## src/rtl/alu_operand_stage_pkg.sv

```systemverilog
// alu_operand_stage_pkg: shared widths, ALUOp encodings and register-zero index for the ID/EX operand stage.
package alu_operand_stage_pkg;
  localparam int W = 32;
  localparam int RW = 5;
  localparam int OPW = 3;
  localparam logic [RW-1:0] REG_ZERO = '0;
  typedef enum logic [OPW-1:0] {
    ALU_ADD = 3'd0,
    ALU_SUB = 3'd1,
    ALU_AND = 3'd2,
    ALU_OR  = 3'd3,
    ALU_XOR = 3'd4,
    ALU_SLT = 3'd5
  } alu_op_e;
  typedef struct packed {
    logic           valid;
    logic [OPW-1:0] aluop;
    logic [RW-1:0]  rd;
    logic [RW-1:0]  rs;
    logic [RW-1:0]  rt;
    logic [W-1:0]   rs_data;
    logic [W-1:0]   rt_data;
    logic [W-1:0]   imm;
    logic           use_imm;
  } stage_t;
endpackage

```

## src/rtl/alu_operand_stage_fwd_mux.sv

```systemverilog
// alu_operand_stage_fwd_mux: picks EX/MEM, then MEM/WB, then stored data for one source operand.
// Forwarding exists only when ALU_FWD_EN is defined; otherwise the stored value passes straight through.
module alu_operand_stage_fwd_mux
  import alu_operand_stage_pkg::*;
(
  input  logic [RW-1:0] idx,
  input  logic [W-1:0]  stored,
  input  logic          exm_we,
  input  logic [RW-1:0] exm_rd,
  input  logic [W-1:0]  exm_data,
  input  logic          wb_we,
  input  logic [RW-1:0] wb_rd,
  input  logic [W-1:0]  wb_data,
  output logic [W-1:0]  operand
);
`ifdef ALU_FWD_EN
  logic live;
  always_comb begin
    live = idx != REG_ZERO;
    operand = (live && exm_we && exm_rd == idx) ? exm_data :
              (live && wb_we && wb_rd == idx) ? wb_data : stored;
  end
`else
  logic unused_fwd;
  always_comb begin
    unused_fwd = ^{idx, exm_we, exm_rd, exm_data, wb_we, wb_rd, wb_data};
    operand = stored;
  end
`endif
endmodule

```

## src/rtl/alu_operand_stage.sv

```systemverilog
// alu_operand_stage: ID/EX register with stall/flush and operand forwarding into the EX-stage alu.
// Build with ALU_FWD_EN defined to forward from EX/MEM and MEM/WB; without it operands come from the register file only.
module alu_operand_stage
  import alu_operand_stage_pkg::*;
(
  input  logic           clk,
  input  logic           rst_n,
  input  logic           in_valid,
  output logic           in_ready,
  input  logic [RW-1:0]  in_rs,
  input  logic [RW-1:0]  in_rt,
  input  logic [W-1:0]   in_rs_data,
  input  logic [W-1:0]   in_rt_data,
  input  logic [W-1:0]   in_imm,
  input  logic           in_use_imm,
  input  logic [OPW-1:0] in_aluop,
  input  logic [RW-1:0]  in_rd,
  input  logic           stall,
  input  logic           flush,
  input  logic           exm_we,
  input  logic [RW-1:0]  exm_rd,
  input  logic [W-1:0]   exm_data,
  input  logic           wb_we,
  input  logic [RW-1:0]  wb_rd,
  input  logic [W-1:0]   wb_data,
  output logic [W-1:0]   A,
  output logic [W-1:0]   B,
  output logic [OPW-1:0] ALUOp,
  output logic [RW-1:0]  ex_rd,
  output logic           ex_valid
);
  stage_t q;
  logic [W-1:0] fwd_a, fwd_b;
  alu_operand_stage_fwd_mux u_fwd_a (
    .idx(q.rs), .stored(q.rs_data),
    .exm_we(exm_we), .exm_rd(exm_rd), .exm_data(exm_data),
    .wb_we(wb_we), .wb_rd(wb_rd), .wb_data(wb_data),
    .operand(fwd_a)
  );
  alu_operand_stage_fwd_mux u_fwd_b (
    .idx(q.rt), .stored(q.rt_data),
    .exm_we(exm_we), .exm_rd(exm_rd), .exm_data(exm_data),
    .wb_we(wb_we), .wb_rd(wb_rd), .wb_data(wb_data),
    .operand(fwd_b)
  );
  // A stall re-captures the forwarded operands so a value retiring from MEM/WB mid-stall survives.
  always_ff @(posedge clk or negedge rst_n)
    if (!rst_n) q <= '0;
    else if (flush) q <= '0;
    else if (stall) begin
      q.rs_data <= fwd_a;
      q.rt_data <= fwd_b;
    end else q <= '{valid: in_valid, aluop: in_aluop, rd: in_rd, rs: in_rs, rt: in_rt,
                    rs_data: in_rs_data, rt_data: in_rt_data, imm: in_imm, use_imm: in_use_imm};
  always_comb begin
    in_ready = ~stall;
    A = fwd_a;
    B = q.use_imm ? q.imm : fwd_b;
    ALUOp = q.aluop;
    ex_rd = q.rd;
    ex_valid = q.valid;
  end
endmodule

```

## config.mk

```make
export PLATFORM = sky130hd
export DESIGN_NAME = alu_operand_stage
export DESIGN_NICKNAME = d
export VERILOG_FILES = /design/src/rtl/alu_operand_stage_pkg.sv /design/src/rtl/alu_operand_stage_fwd_mux.sv /design/src/rtl/alu_operand_stage.sv
export SDC_FILE = /design/constraint.sdc
export NUM_CORES = 1
export LEC_CHECK = 0
export ABC_AREA = 1
export BUFFER_PORTS_ARGS = -buffer_cell sky130_fd_sc_hd__buf_2
export CELL_PAD_IN_SITES_DETAIL_PLACEMENT = 1
export CELL_PAD_IN_SITES_GLOBAL_PLACEMENT = 1
export CORE_ASPECT_RATIO = 2
export CORE_UTILIZATION = 34
export CTS_BUF_LIST = sky130_fd_sc_hd__clkbuf_2 sky130_fd_sc_hd__clkbuf_4 sky130_fd_sc_hd__clkbuf_8
export DETAILED_ROUTE_END_ITERATION = 12
export GPL_TIMING_DRIVEN = 1
export PLACE_DENSITY_LB_ADDON = 0.12
export SLEW_MARGIN = 20
export SYNTH_ARGS = -nofsm -noshare
export SYNTH_HDL_FRONTEND = slang
export SYNTH_SLANG_ARGS = --single-unit
```

## constraint.sdc

```tcl
create_clock -name clk -period 2.6 [get_ports clk]
set_clock_uncertainty 0.05 [all_clocks]
set_input_delay 0.52 -clock clk [delete_from_list [all_inputs] [get_ports clk]]
set_output_delay 0.52 -clock clk [all_outputs]
set_load 0.03 [all_outputs]
```

=== Word-level counts from Yosys, hierarchy flattened ===
Cells that the tools add are included.

* Word-level logic and storage cells: 14
* Register bits after elaboration: 106
* Output and inout bits: 74
* Bits of input ports: 196

* Bitwise operators: 1
* Mux-type cells: 5
* Eq/ne operators: 1

{| class="wikitable"
|+ Operator list
! cell !! number
|-
| 116-bit two-way mux || 1
|-
| 64-bit two-way mux || 1
|-
| 33-bit two-way mux || 1
|-
| 32-bit two-way mux || 1
|-
| 19-bit two-way mux || 1
|-
| 2-bit by 1-bit != test with 1-bit output (second input constant) || 1
|-
| 1-bit inverter || 1
|}

=== Logic depth before layout (Yosys ltp) ===
Gate-level depths: netlist (run 1).

* Depth after elaboration: 2
* Gate-level depth with buffers: 6
* Mapped depth without buffers: 3

=== By module ===
A second synthesis (run 1) with hierarchy kept.

* Cell total of the unflattened synthesis: 679
* Area, all modules: 5575.3 µm²

{| class="wikitable"
|+ By module, submodules not included
! module !! cells each !! seq. area each (µm²) !! instances !! area an instance (µm²)
|-
| alu_operand_stage || 615 || 2902.8 || 1 || 5094.9
|-
| alu_operand_stage_fwd_mux || 32 || 0.0 || 2 || 240.2
|}

=== Worst setup path after synthesis (run 1) ===
OpenSTA, ideal clock, no wires.

* Path type: reg2out
* From: reg q[0] (netlist name)
* To: out B[0]
* Data required time: 2030 ps
* Stages on the path, launching flop included: 4
* Arrival: 1374 ps
* Path buffers: 2
* Slack: 656 ps
* Cells stage by stage: dfrtp_1 -> buf_2 -> clkbuf_1 -> o21ai_0

* Word-level cells in the longest chain between the ends: 1

{| class="wikitable"
|+ Ends and longest elaborated chain
! item !! line !! source
|-
| from (decl) || alu_operand_stage.sv:32 || <nowiki>stage_t q;</nowiki>
|-
| from (signal assigned) || alu_operand_stage.sv:53 || <nowiki>end else q <= '{valid: in_valid, aluop: in_aluop, rd: in_rd, rs: in_rs, rt: in_rt,</nowiki>
|-
| 32-bit two-way mux || alu_operand_stage.sv:58 || <nowiki>B = q.use_imm ? q.imm : fwd_b;</nowiki>
|-
| to (decl) || alu_operand_stage.sv:27 || <nowiki>output logic [W-1:0] B,</nowiki>
|}

Every way passes these cells.

=== Worst setup path in the final report (run 1) ===
* From: reg q[0] (netlist name)
* To: out B[3]

The elaborated chain is that of the path after synthesis.

==> results.toml, run 1 <==
[status]
status = "completed"

[sta]
layout_min_cycle_time_ps = 2087
worstMarginPinSlew_ps = 638.5
setup_viol = 0
slew_violations = 0
timing.setup.tns_ps = 0
hold_viol = 0
rsz0062_at_grt = "no"
fin_crit_sh_pct = 80.25
fmax_mhz = 479.3
slew_headroom_pct = 57.43

[die]
die_x_um = 87.07
ios = 270
rows = 61
die-area_mm2 = 0.01499
start_util_pct = 35.04
core_area_mm2 = 0.01404
fp.dieH_um = 172.1

[global_routing]
grt_max_degree = 107
track_usage_pct = 19.57
first_global_vias = 4538
grt_overflow = 0
antenna_found_initial = 0
grt_first_pass_wirelength_um = 22400

[finish]
final_cell_mix = "nand2_1, buf_2, nand3_1"
design_area_mm2 = 0.005842
syn_to_final_growth_pct = 18.71
final_common_cell = "nand2_1"
utilization_pct = 41.60
drive_gt1_share_pct = 28.77
nets = 921
post_layout_nonfiller_instances = 920

[min_path]
hp-class = "input pin to asynchronous set/reset pin"

[clock_network]
cts_buffer_depth = 2
holdBufCountCts = 0
clock-sinks = 106
htree_num_levels = 3
postCtsSetupBuffers = 0
root_buffer = "clkbuf_8"
clkLatencyLatePin_ps = 370
numCtsBuffers = 9
cts_resized = 0
clk_pin_slew_ps = 100
cts_tree = "done"

[route]
wl_per_cell_um = 15.25
drt-total-wl_um = 14030
drt-initial-drc-count = 129
drt_pass1_iterations = 4
via_per_inst = 4.703
ant_nets = 0
vias = 4327
drc_errors = 0

[logic_synthesis]
syn_inst = 604
syn_area_mm2 = 0.004921
synth_area_per_cell_um2 = 8.147
ys_ff_latch = 106
seq_area_frac_synth_pct = 53.90
synth_nets = 800
yosys_warnings = 0
synth_cell_type_count = 11

[pwr]
pwr-share-seq_pct = 53.5
leakagePower_uw = 0.003375
vdd_drop_max_mv = 0.2353
combPwrFrac_pct = 17.3
clockPowerShare_pct = 29.2
p_int_uw = 2306
power_density_mw_per_mm2 = 572.1
finalPower_uw = 3342
p_sw_uw = 1036
swShare_pct = 31.01

[worst_setup_path]
cp.arrival_ps = 1520
path_max_fanout = 65
cp-end-kind = "output port"
start_kind = "flip-flop"
crit_type = "flip-flop to output port"
required_ps = 2030

[placement]
hpwl_um = 9329
placedInstanceArea_mm2 = 0.005655
gp_congestion = 0.7552
dp_cells = 903
io_buffers = 183

[flow_run]
maxCapViolCount = 0
==> final cells by class <==
class / instances / area (um^2)
tap: 189 / 236.5
clock buffer: 11 / 145.1
sequential: 106 / 2654
antenna: 1 / 2.502
clock inverter: 5 / 38.79
inverter: 34 / 128.9
timing repair buffer: 191 / 1018
multi-input combinational: 383 / 1618
fill: 1818 / 8202
==> cells in the mapped netlist <==
master,count,area [um^2]
buf_4,51,382.9
nand2_1,244,915.9
inv_2,1,3.750
clkbuf_1,13,48.80
o21ai_0,32,160.2
nor2_4,1,11.26
dfrtp_1,106,2653
nand3_1,106,530.5
inv_1,33,123.9
buf_2,16,80.08
buf_6,1,11.26
==> layer usage <==
layer  global-route usage [%]  wire length (um)
met5                        0                 0
met4                    8.913               406
met3                    3.723               674
met2                    33.96              7203
met1                    23.03              5741
==> power groups by stage <==
stage	Combinational (uW)	Clock, uW	Sequential [uW]
final	577	977	1790
after global routing	640	1080	1800
after CTS	592	1030	1790
after detailed placement	591	0	1820
after global placement	577	0	1820
after floorplan	391	0	1810
==> worst max-delay path: stages, from the launching register on <==
cell,delay [ps]
dfrtp_2,420
buf_12,200
o21ai_0,270
buf_2,250
==> through the flow <==
stage | setup WS, ps | hold WS [ps]
6_report | 513.5 | 17.98
5_1_grt | 444.4 | 27.99
4_1_cts | 468.0 | 12.19
3_5_place_dp | 597.4 | 430.8
3_3_place_gp | 652.2 | 432.8
2_1_floorplan | 655.8 | 174.4
==> flip-flops by register name, indices dropped and copies added (netlist names) <==
| register | cells |
|---|---|
| ex_valid | 1 |
| q | 97 |
| ALUOp | 3 |
| ex_rd | 5 |
==> logic make-up (layout without fill, tap and decap cells) <==
family | count (synthesis) | after routing | synth area share [%]
AOI/OAI and AO/OA | 32 | 32 | 3.254
buffers and inverters | 115 | 241 | 13.22
DFF | 106 | 106 | 53.90
other | 0 | 1 | 0
and+or+nand+nor | 351 | 351 | 29.62
==> path summary, 6_finish.rpt <==
check	from	end	slack (ps)	cells past startpoint
worst max-delay path	q[0]	B[3]	510	3
worst min-delay path	rst_n	q[3]	20	1
worst max register to register	q[0]	q[0]	1630	3
worst min register to register	q[5]	q[5]	470	2
max in group asynchronous	rst_n	q[0]	1810	2
min in group clk	in_aluop[2]	ALUOp[2]	270	3
No activity file was read; power rests on OpenSTA's default activity.
==> run 2, diff against run 1 <==
--- a/config.mk
+++ b/config.mk
@@ -5,7 +5,7 @@
 export SDC_FILE = /design/constraint.sdc
 export NUM_CORES = 1
 export LEC_CHECK = 0
-export ABC_AREA = 1
+export ABC_AREA = 0
 export BUFFER_PORTS_ARGS = -buffer_cell sky130_fd_sc_hd__buf_2
 export CELL_PAD_IN_SITES_DETAIL_PLACEMENT = 1
 export CELL_PAD_IN_SITES_GLOBAL_PLACEMENT = 1
==> constraint.sdc (replaced) <==
create_clock -name clk -period 2.12 [get_ports clk]
set_clock_uncertainty 0.05 [all_clocks]
set_input_delay 0.424 -clock clk [delete_from_list [all_inputs] [get_ports clk]]
set_output_delay 0.424 -clock clk [all_outputs]
set_load 0.03 [all_outputs]
==> results.toml, run 2 <==
[logic_synthesis]
seq_area_frac_synth_pct = 53.45
synth_nets = 615
async_reset_ff_share_pct = 100.0
yosysTopAreaCellShare_pct = 53.45
synth_common_cells = "dfrtp_1, mux2i_1, nor2_1"
yosys_most_used_dff = "dfrtp_1"
synth_top_cell_by_area = "dfrtp_1"
synth_cell_type_count = 11
ys_ff_latch = 106
synth_area_per_cell_um2 = 11.84
syn_area_mm2 = 0.004962
synth_edf_count = 0
yosys_warnings = 0
yosys-top-cells-area = "dfrtp_1, mux2i_1, nor2_1"
syn_inst = 419

[global_routing]
grt_overflow = 0
first_global_vias = 3680
antenna_found_initial = 0
grt_max_degree = 107
grt_first_pass_wirelength_um = 18690
track_usage_pct = 16.00

[min_path]
whs_path_depth = 3
hp-class = "input pin to flip-flop"

[clock_network]
htree_num_levels = 3
clock-sinks = 106
clkLatencyLatePin_ps = 360
postCtsSetupBuffers = 0
clk_pin_slew_ps = 100
cts_tree = "done"
root_buffer = "clkbuf_8"
numCtsBuffers = 9
cts_buffer_depth = 2

[finish]
n_antenna_cell = 0
top_register = "q"
final_common_cell = "buf_2"
utilization_pct = 41.74
largest_reg_flops = 97
syn_to_final_growth_pct = 20.07
nets = 749
final_cell_mix = "buf_2, dfrtp_1, mux2i_1, nor2_1, mux2_2"
drive_gt1_share_pct = 42.55
fill_cells = 1682

[pwr]
leakagePower_uw = 0.003353
swShare_pct = 29.47
p_sw_uw = 1231
pwr-share-seq_pct = 52.4
power_density_mw_per_mm2 = 701.3
clockPowerShare_pct = 28.8
combPwrFrac_pct = 18.8
p_int_uw = 2947
vdd_drop_max_mv = 0.3715

[worst_setup_path]
start_kind = "flip-flop"
crit_type = "flip-flop to output port"
cp-end-kind = "output port"
cp.arrival_ps = 1540
path_max_fanout = 21
worst-r2r-cell-count = 3
required_ps = 1650

[sta]
timing.setup.tns_ps = 0
rsz0062_at_grt = "no"
slew_headroom_pct = 69.40
slew_violations = 0
setup_viol = 0
worstMarginPinSlew_ps = 459.0
fin_crit_sh_pct = 95.21
layout_min_cycle_time_ps = 2019
fmax_mhz = 495.4
hold_viol = 0

[placement]
hpwl_um = 8257
gp_congestion = 0.7160
io_buffers = 183

[route]
drc_errors = 0
vias = 3422
drt-total-wl_um = 11640
via_per_inst = 4.569
wl_per_cell_um = 15.54
drt-initial-drc-count = 133
drt_pass1_iterations = 4
ant_nets = 0

[die]
fp.dieH_um = 172.9
die_x_um = 87.43
rows = 62
core_area_mm2 = 0.01427
start_util_pct = 34.77
ios = 270
die-area_mm2 = 0.01511

[flow_run]
maxCapViolCount = 0

[status]
status = "completed"
[run 2: cell types whose count changed in the layout (fill, tap and decap cells not counted), sizes merged, moves of 2 or more]
cell    change
inv        -31
clkinv      -2
nand3     -106
o21ai      -32
nand2     -244
nor2      +105
mux2i     +106
mux2       +32
[run 2: path summary, 6_finish.rpt]
kind | startpoint | to | slack [ps]
setup / recovery | q[0] | B[3] | 100
setup reg to reg | q[0] | q[0] | 1150
max in group asynchronous | rst_n | q[60] | 950
hold / removal | in_rs_data[31] | q[96] | 240
min in group asynchronous | rst_n | q[82] | 450
hold reg to reg | q[45] | q[45] | 480
[run 2: timing repair]
| item | in CTS | in global routing |
|---|---|---|
| gates resized for setup | 1 | 0 |
| hold endpoints to repair | 20 | 0 |
| setup endpoints to repair | 2 | 0 |
| hold buffers | 1 | 0 |
[run 2: final cells by class]
type                            count  area (um^2)  share of cell area (%)
Clock buffer                       11        151.4                   2.541
Clock inverter                      4        35.03                  0.5880
Inverter                            1        3.754                 0.06300
Multi-Input combinational cell    244         1819                   30.53
Sequential cell                   106         2653                   44.52
Tap cell                          192        240.2                   4.032
Timing Repair Buffer              191         1056                   17.72
[run 2: logic make-up after synthesis]
logic type             share of synthesized area (%)
flip-flops                                     53.45
multiplexers                                   28.64
AND/OR/NAND/NOR                                8.018
buffers and inverters                          9.884
[run 2: critical path: stages, from the launching register on]
cell	delay, ps
dfrtp_1	370
buf_6	240
mux2_2	380
buf_2	180
[run 2: routing by layer]
metal	GRT usage [%]	up-vias	routed length, um
met1	18.48	1688	4580
li1	-	1610	-
met2	28.32	112	6214
met4	6.421	0	225
met3	3.007	12	620
met5	0	-	0
[run 2: stage by stage]
step | cells | hold slack [ps] | instance area [um^2] | total power [uW] | setup slack [ps]
5_1_grt | 749 | 230.0 | 5958 | 4400 | 47.63
2_1_floorplan | 419 | 78.41 | 4962 | 2791 | 571.6
3_5_place_dp | 733 | 301.0 | 5758 | 3035 | 413.8
3_3_place_gp | 733 | 290.3 | 5758 | 3009 | 421.4
4_1_cts | 749 | 213.6 | 5958 | 4270 | 59.28
6_report | 749 | 241.8 | 5958 | 4178 | 101.5
[run 2: power groups by stage]
| stage | Clock [uW] | Combinational [uW] | Sequential, uW |
|---|---|---|---|
| floorplan | 0 | 574 | 2220 |
| finish | 1200 | 786 | 2190 |
| CTS | 1270 | 806 | 2190 |
| detailed placement | 0 | 802 | 2230 |
| global route | 1330 | 860 | 2210 |
| global placement | 0 | 786 | 2220 |
==> run 3, diff against run 2 <==
--- a/config.mk
+++ b/config.mk
@@ -5,17 +5,17 @@
 export SDC_FILE = /design/constraint.sdc
 export NUM_CORES = 1
 export LEC_CHECK = 0
-export ABC_AREA = 0
+export ABC_AREA = 1
 export BUFFER_PORTS_ARGS = -buffer_cell sky130_fd_sc_hd__buf_2
 export CELL_PAD_IN_SITES_DETAIL_PLACEMENT = 1
 export CELL_PAD_IN_SITES_GLOBAL_PLACEMENT = 1
 export CORE_ASPECT_RATIO = 2
-export CORE_UTILIZATION = 34
+export CORE_MARGIN = 2
+export CORE_UTILIZATION = 32
 export CTS_BUF_LIST = sky130_fd_sc_hd__clkbuf_2 sky130_fd_sc_hd__clkbuf_4 sky130_fd_sc_hd__clkbuf_8
 export DETAILED_ROUTE_END_ITERATION = 12
 export GPL_TIMING_DRIVEN = 1
 export PLACE_DENSITY_LB_ADDON = 0.12
-export SLEW_MARGIN = 20
 export SYNTH_ARGS = -nofsm -noshare
 export SYNTH_HDL_FRONTEND = slang
 export SYNTH_SLANG_ARGS = --single-unit
==> results.toml, run 3 (synthesized netlist as in run 1, its figures left out) <==
[clock_network]
cts_tree = "done"
htree_num_levels = 3
cts_buffer_depth = 2
clk_pin_slew_ps = 100
numCtsBuffers = 9
root_buffer = "clkbuf_8"
clkLatencyLatePin_ps = 380
clock-sinks = 106

[die]
start_util_pct = 32.51
die_x_um = 91.69
die-area_mm2 = 0.01645
rows = 64
ios = 270
fp.dieH_um = 179.4
core_area_mm2 = 0.01513

[finish]
final_cell_mix = "nand2_1, buf_2, nand3_1"
fill_cells = 1898
drive_gt1_share_pct = 29.31
top_register = "q"
design_area_mm2 = 0.005973
seq_area_mm2 = 0.002656
final_common_cell = "nand2_1"
nets = 928
syn_to_final_growth_pct = 21.38
largest_reg_flops = 97
multiInputGateArea_mm2 = 0.001618
n_antenna_cell = 0

[worst_setup_path]
path_max_fanout = 26
r2r-start = "q[0]"
cp.arrival_ps = 1580
reg2reg_slack_ps = 1100
required_ps = 1650
worst-r2r-cell-count = 3
rr_endpoint = "q[0]"
crit_type = "flip-flop to output port"
cp-end-kind = "output port"
start_kind = "flip-flop"

[min_path]
holdPathEnd = "q[2]"
min-delay-start = "in_imm[1]"
hp-class = "input pin to flip-flop"
whs_path_depth = 3

[pwr]
power_density_mw_per_mm2 = 711.3
vdd_drop_max_mv = 0.2831
leakagePower_uw = 0.003432

[placement]
placedInstanceArea_mm2 = 0.005742
io_buffers = 183
place_ws_ps = 340.1
hpwl_um = 9223
gp_congestion = 0.7269

[sta]
rsz0062_at_grt = "no"
whs_ps = 180.3
worstMarginPinSlew_ps = 524.1
fin_crit_sh_pct = 96.75
setup_viol = 0
hold_viol = 0
layout_min_cycle_time_ps = 2051
slew_headroom_pct = 65.06
timing.setup.tns_ps = 0
fmax_mhz = 487.6
slew_violations = 0
finalWorstSetupSlack_ps = 68.96

[route]
drt-total-wl_um = 13830
drt_pass1_iterations = 4
drt-initial-drc-count = 155
wl_per_cell_um = 14.79
vias = 4238
drc_errors = 0
ant_nets = 0
via_per_inst = 4.533

[global_routing]
grt_first_pass_wirelength_um = 22650
first_global_vias = 4528
antenna_found_initial = 0
grt_max_degree = 79
grt_overflow = 0
track_usage_pct = 17.30

[flow_run]
maxCapViolCount = 0

[status]
status = "completed"
run 3: cell count changes in the layout (fill, tap and decap cells not counted), sizes merged:
| cell | previous run | this run |
|---|---|---|
| buf | 190 | 197 |
| bufinv | 0 | 1 |
| clkbuf | 11 | 12 |
| clkinvlp | 0 | 2 |
| inv | 3 | 33 |
| mux2 | 32 | 0 |
| mux2i | 106 | 0 |
| nand2 | 0 | 244 |
| nand3 | 0 | 106 |
| nor2 | 106 | 1 |
| o21ai | 0 | 32 |
run 3: per-layer routing:
metal | part of all wire, % | global-route usage [%] | vias up
met3 | 6.4 | 4.559 | 9
met1 | 44 | 22.17 | 2018
met4 | 1.3 | 5.492 | 0
li1 | - | - | 2099
met2 | 49 | 28.55 | 112
met5 | 0 | 0 | -
run 3: area by class of cell:
cell class,instances,share of cell area (%)
Sequential cell,106,44.47
Multi-Input combinational cell,383,27.08
Timing Repair Buffer,198,18.64
Tap cell,198,4.147
Clock buffer,12,2.660
Inverter,34,2.158
Clock inverter,4,0.8379
run 3: power by group:
group | switching (uW) | total (uW) | internal [uW] | leakage (uW)
combinational | 493 | 725 | 232 | 0.00192
sequential | 59.3 | 2190 | 2130 | 0.00141
clock | 709 | 1330 | 623 | 0.000102
total | 1260 | 4250 | 2990 | 0.00343
run 3: how the worst max path moves through the flow:
stage / start / endpoint / slack [ps] / cells past startpoint
floorplan: q[0] / B[0] / 270 / 3
global placement: q[0] / B[22] / 400 / 4
detailed placement: q[0] / B[21] / 340 / 4
CTS: q[0] / B[21] / 20 / 3
global route: q[0] / B[22] / 4 / 3
finish: q[0] / B[17] / 70 / 3
run 3: timing repair:
item,in CTS,in global routing
endpoints found under the setup margin,13,1
hold buffers,1,0
resized for setup,1,1
buffers inserted,1,0
endpoints found under the hold margin,27,0
run 3: metrics by stage:
stage                     std cells  util (%)  power, uW
after floorplan                 604         -       2699
after global placement          917     37.94       2959
after detailed placement        917     37.94       2972
after CTS                       935     39.45       4342
after global routing            935     39.47       4494
final                           935     39.47       4249
run 3: critical path, stage by stage (launching register included):
cell and delay (ps):
dfrtp_4 530, buf_12 170, o21ai_0 240, buf_2 250
